### src/rtl/timer_pkg.sv
// Shared constants and helpers for the timer_counter_n core.
// The optional compare-match feature is selected with the TIMER_CMP_EN macro.
package timer_pkg;

    localparam logic MODE_ONESHOT = 1'b0;
    localparam logic MODE_RELOAD  = 1'b1;

    localparam logic DIR_DOWN = 1'b0;
    localparam logic DIR_UP   = 1'b1;

    // Terminal count for a counter of the given width; callers cast to WIDTH bits.
    function automatic logic [63:0] max_count(input int unsigned width);
        return (64'd1 << width) - 64'd1;
    endfunction

endpackage

### src/rtl/timer_sticky_flag.sv
// One-bit sticky status flag: set dominates clear, async active-low reset.
module timer_sticky_flag (
    input  logic clk,
    input  logic rst_n,
    input  logic set,
    input  logic clr,
    output logic flag
);

    always_ff @(posedge clk or negedge rst_n) begin
        if (!rst_n) begin
            flag <= 1'b0;
        end else if (set) begin
            flag <= 1'b1;
        end else if (clr) begin
            flag <= 1'b0;
        end
    end

endmodule

### src/rtl/timer_counter_n.sv
// N-bit up/down timer with one-shot/auto-reload wrap and sticky status flags.
// Define TIMER_CMP_EN to enable the compare-match flag; otherwise cmp_match is held at 0.
module timer_counter_n
    import timer_pkg::*;
#(
    parameter int unsigned           WIDTH      = 8,
    parameter logic [WIDTH-1:0]      RST_RELOAD = '0
) (
    input  logic             clk,
    input  logic             rst_n,
    input  logic             clk_ena,
    input  logic             enable,
    input  logic             up_down,
    input  logic             mode,
    input  logic             load,
    input  logic [WIDTH-1:0] start_counter,
    input  logic [WIDTH-1:0] compare_val,
    input  logic             clr_overflow,
    input  logic             clr_underflow,
    input  logic             clr_cmp,
    output logic [WIDTH-1:0] tcnt,
    output logic             running,
    output logic             overflow,
    output logic             underflow,
    output logic             cmp_match
);

    localparam logic [WIDTH-1:0] MAX_CNT = WIDTH'(max_count(WIDTH));

    logic [WIDTH-1:0] reload;
    logic             tick;
    logic             at_max;
    logic             at_zero;
    logic             ovf_set;
    logic             unf_set;
    logic             cmp_set;

    assign tick    = clk_ena & enable & running & ~load;
    assign at_max  = (tcnt == MAX_CNT);
    assign at_zero = (tcnt == '0);
    assign ovf_set = tick & (up_down == DIR_UP) & at_max;
    assign unf_set = tick & (up_down == DIR_DOWN) & at_zero;

    always_ff @(posedge clk or negedge rst_n) begin
        if (!rst_n) begin
            tcnt    <= '0;
            reload  <= RST_RELOAD;
            running <= 1'b1;
        end else if (load) begin
            tcnt    <= start_counter;
            reload  <= start_counter;
            running <= 1'b1;
        end else if (tick) begin
            if (up_down == DIR_UP) begin
                if (!at_max) begin
                    tcnt <= tcnt + 1'b1;
                end else if (mode == MODE_RELOAD) begin
                    tcnt <= reload;
                end else begin
                    tcnt    <= '0;
                    running <= 1'b0;
                end
            end else begin
                if (!at_zero) begin
                    tcnt <= tcnt - 1'b1;
                end else if (mode == MODE_RELOAD) begin
                    tcnt <= reload;
                end else begin
                    tcnt    <= MAX_CNT;
                    running <= 1'b0;
                end
            end
        end
    end

`ifdef TIMER_CMP_EN
    // Compare the freshly updated count one cycle later so the match never
    // depends combinationally on the tick inputs.
    logic cnt_updated;

    always_ff @(posedge clk or negedge rst_n) begin
        if (!rst_n) begin
            cnt_updated <= 1'b0;
        end else begin
            cnt_updated <= load | tick;
        end
    end

    assign cmp_set = cnt_updated & (tcnt == compare_val);
`else
    logic unused_cmp;

    assign unused_cmp = ^compare_val;
    assign cmp_set    = 1'b0;
`endif

    timer_sticky_flag u_ovf_flag (
        .clk   (clk),
        .rst_n (rst_n),
        .set   (ovf_set),
        .clr   (clr_overflow),
        .flag  (overflow)
    );

    timer_sticky_flag u_unf_flag (
        .clk   (clk),
        .rst_n (rst_n),
        .set   (unf_set),
        .clr   (clr_underflow),
        .flag  (underflow)
    );

    timer_sticky_flag u_cmp_flag (
        .clk   (clk),
        .rst_n (rst_n),
        .set   (cmp_set),
        .clr   (clr_cmp),
        .flag  (cmp_match)
    );

endmodule

### config.mk
export PLATFORM = sky130hd
export DESIGN_NAME = timer_counter_n
export DESIGN_NICKNAME = d
export VERILOG_FILES = /design/src/rtl/timer_pkg.sv /design/src/rtl/timer_sticky_flag.sv /design/src/rtl/timer_counter_n.sv
export SDC_FILE = /design/constraint.sdc
export NUM_CORES = 1
export LEC_CHECK = 0
export ABC_AREA = 1
export CAP_MARGIN = 30
export CORE_MARGIN = 2
export CORE_UTILIZATION = 49
export CTS_CLUSTER_DIAMETER = 40
export DETAILED_ROUTE_END_ITERATION = 10
export PLACE_DENSITY = 0.84
export SETUP_SLACK_MARGIN = 0.5
export SYNTH_ARGS = -nofsm -noshare
export SYNTH_HDL_FRONTEND = slang
export SYNTH_SLANG_ARGS = --single-unit
### constraint.sdc
create_clock -name clk -period 1.56 [get_ports clk]
set_input_delay 0.312 -clock clk [delete_from_list [all_inputs] [get_ports clk]]
set_output_delay 0.312 -clock clk [all_outputs]
set_load 0.02 [all_outputs]
==> results.json <==
{
  "worstSetupStartpointType": "register",
  "drt_first_pass_iters": 7,
  "reg2reg_setup_slack_ps": 30,
  "reg2regPathDepth": 9,
  "drt_wl_total_mm": 4.58,
  "vias": 1665,
  "seq_area_frac_synth": 0.315,
  "max-vdd-ir-drop_uv": 398,
  "fin_nets": 306,
  "fillers": 206,
  "synth_top_area_share": 0.297,
  "rows": 20,
  "hp-class": "in -> async",
  "port_buffers": 27,
  "die_area_mm2": 0.00355,
  "ys_ff_latch": 19,
  "endpoint_kind": "register",
  "layout-drive-gt1-share": 0.438,
  "drt-wirelength-per-cell_um": 14.8,
  "p_switching_uw": 748,
  "post-route-period-util": 0.980,
  "finalSetupViolCount": 0,
  "grt_pass1_wl_mm": 7.05,
  "critPathMaxStageDelay_ps": 480,
  "cts_tree": "yes",
  "die_w_um": 59.6,
  "antenna_found_initial": 0,
  "holdWs_ps": 332,
  "reg2reg_to": "tcnt[1]",
  "antenna_cells": 0,
  "layout_min_cycle_time_ps": 1530,
  "synth_nets": 241,
  "io_pins": 38,
  "yosysTopAreaCell": "dfrtp_1",
  "root_buffer": "clkbuf_4",
  "worstSetupPathType": "reg -> reg",
  "critPathArrivalTime_ps": 1740,
  "power.internal_uw": 1100,
  "htreeDepth": 1,
  "areaGrowthSynthToFinish_pct": 54.3,
  "finClkSkew_ps": 8.14,
  "p_per_area_mw_per_mm2": 790,
  "postSynthAreaPerCell_um2": 7.15,
  "power_frac_comb": 0.512,
  "drc": 2,
  "fin_util": 0.778,
  "reg2reg_from": "tcnt[1]",
  "power_frac_clock": 0.139,
  "clock_path_buffers": 2,
  "status": "finished, violations left",
  "tns_ps": 0,
  "required_ps": 1770,
  "clock_sinks": 19,
  "drv_cap": 0,
  "syn-cell-area_mm2": 0.00152,
  "final_area_mm2": 0.00234,
  "slowest_stage": "dfrtp_2",
  "vias_per_cell": 5.39,
  "first_global_vias": 1564,
  "synth_warnings": 0,
  "maxSlewViolCount": 0,
  "p_sw_frac": 0.405,
  "grt_max_degree": 20,
  "hold_buffers": 0,
  "initial_core_util": 0.505,
  "drtAntennaViolNets": 0,
  "fp.dieH_um": 59.6,
  "placed_cell_area_mm2": 0.00194,
  "fp.coreArea_mm2": 0.00300,
  "cp_top_family": "simple AND/OR/NAND/NOR gates",
  "hpwlAfterDp_mm": 2.94,
  "clk_latency_ps": 300,
  "path_max_fanout": 7,
  "crit_buf_inv": 2,
  "path_clk_slew_ps": 120,
  "violations": "design-rule violations",
  "rsz0062_at_grt": "yes",
  "place.gp.congestion": 0.916,
  "final-hold-violation-count": 0,
  "cts_buffers": 3,
  "leakage_uw": 0.00117,
  "syn_inst": 212,
  "dr.first_iter.drc_count": 101,
  "grt_overflow": 0,
  "fmax_mhz": 654,
  "seqPwrFrac": 0.349,
  "yosys-top-cells-area": "dfrtp_1, nand2_1, nand3_1, inv_1, nor2_1",
  "worstPathCellList": "inv_4 > ha_4 > nand3_4 > nor2_8 > nor2_2 > o21ai_1 > nand3_1 > nand2_1 > inv_1",
  "yosysUniqueCellTypes": 32,
  "grt_usage": 0.266
}
-- metrics by stage --
stage                     cells  setup slack (ps)  power (uW)
after detailed placement    283              -153        1310
after global placement      283              -123        1300
after CTS                   303              96.2        1710
after floorplan             212               194        1070
after global routing        309             -13.2        1940
final                       309              31.8        1850
-- Yosys cell counts --
cell / count
or2_2: 1
buf_4: 1
inv_2: 7
nor2_1: 19
o21ai_1: 7
o211ai_1: 1
clkinv_1: 2
o32ai_1: 1
nand2_2: 4
clkbuf_1: 1
a21oi_1: 12
nand3_4: 2
nand2_1: 49
o22ai_1: 2
xor2_1: 2
dfstp_2: 1
inv_1: 23
dfrtp_1: 18
nand3_2: 2
o21ai_0: 9
ha_1: 3
nand3_1: 22
nor2_8: 1
nor2_4: 2
nand4_1: 4
nand2_8: 1
nor2_2: 4
buf_6: 3
o21ai_2: 1
conb_1: 1
inv_12: 1
nand2_4: 5
-- cell type report --
type | instances | area, um2 | share of cell area
flip-flops and latches | 19 | 487 | 0.208
inverters | 33 | 141 | 0.0605
repair buffers | 65 | 616 | 0.263
clock buffers | 4 | 26.3 | 0.0112
multi-input cells | 155 | 1030 | 0.439
well taps | 33 | 41.3 | 0.0177
-- worst max-delay path by stage --
stage	startpoint	cells past startpoint	end
final	tcnt[1]	9	tcnt[1]
after global routing	tcnt[1]	9	tcnt[7]
after CTS	tcnt[1]	9	tcnt[2]
after detailed placement	load	9	tcnt[7]
after global placement	load	11	tcnt[0]
after floorplan	tcnt[0]	9	tcnt[1]
-- power groups by stage --
stage	clock network [uW]	registers [uW]	logic, uW
6_report	257	645	945
3_3_place_gp	0	653	644
4_1_cts	261	632	819
5_1_grt	278	650	1010
3_5_place_dp	0	655	655
2_1_floorplan	0	670	403
-- layout by cell type, fill, tap and decap left out, drive strengths merged --
cell type / count
o21ai: 17
inv: 31
o22ai: 2
clkinv: 2
xor2: 2
ha: 3
dfstp: 1
conb: 1
dlymetal6s2s: 1
clkbuf: 4
or2: 1
o32ai: 1
nand2: 59
nor2: 26
buf: 49
clkdlybuf4s50: 15
nand4: 4
nand3: 26
dfrtp: 18
a21oi: 12
o211ai: 1
-- what timing repair did --
| item | 4_1_cts | 5_1_grt |
|---|---|---|
| buffers inserted | 16 | 6 |
| pin swaps | 8 | 9 |
| gates resized for setup | 84 | 34 |
| hold endpoints to repair | 0 | 0 |
| endpoints found under the setup margin | 25 | 27 |
-- logic make-up after synthesis --
kind of cell / Yosys count / synth area share
other cells: 1 / 0.00247
fa+ha+maj: 3 / 0.0248
simple gates: 116 / 0.410
buf+inv: 38 / 0.120
xor+xnor: 2 / 0.0116
flops: 19 / 0.315
compound gates: 33 / 0.117
-- sequential cells by signal (all words and copies together), names as in the netlist --
| name | count |
|---|---|
| running | 1 |
| reload | 8 |
| u_unf_flag.flag | 1 |
| u_ovf_flag.flag | 1 |
| tcnt | 8 |
-- per-layer routing --
layer,routed length [um],up-vias,GRT usage
met1,1970,785,0.359
met2,2290,61,0.443
met3,197,12,0.0175
met5,0,-,0
li1,-,807,-
met4,118,0,0.108
No activity file was read; power rests on OpenSTA's default activity.
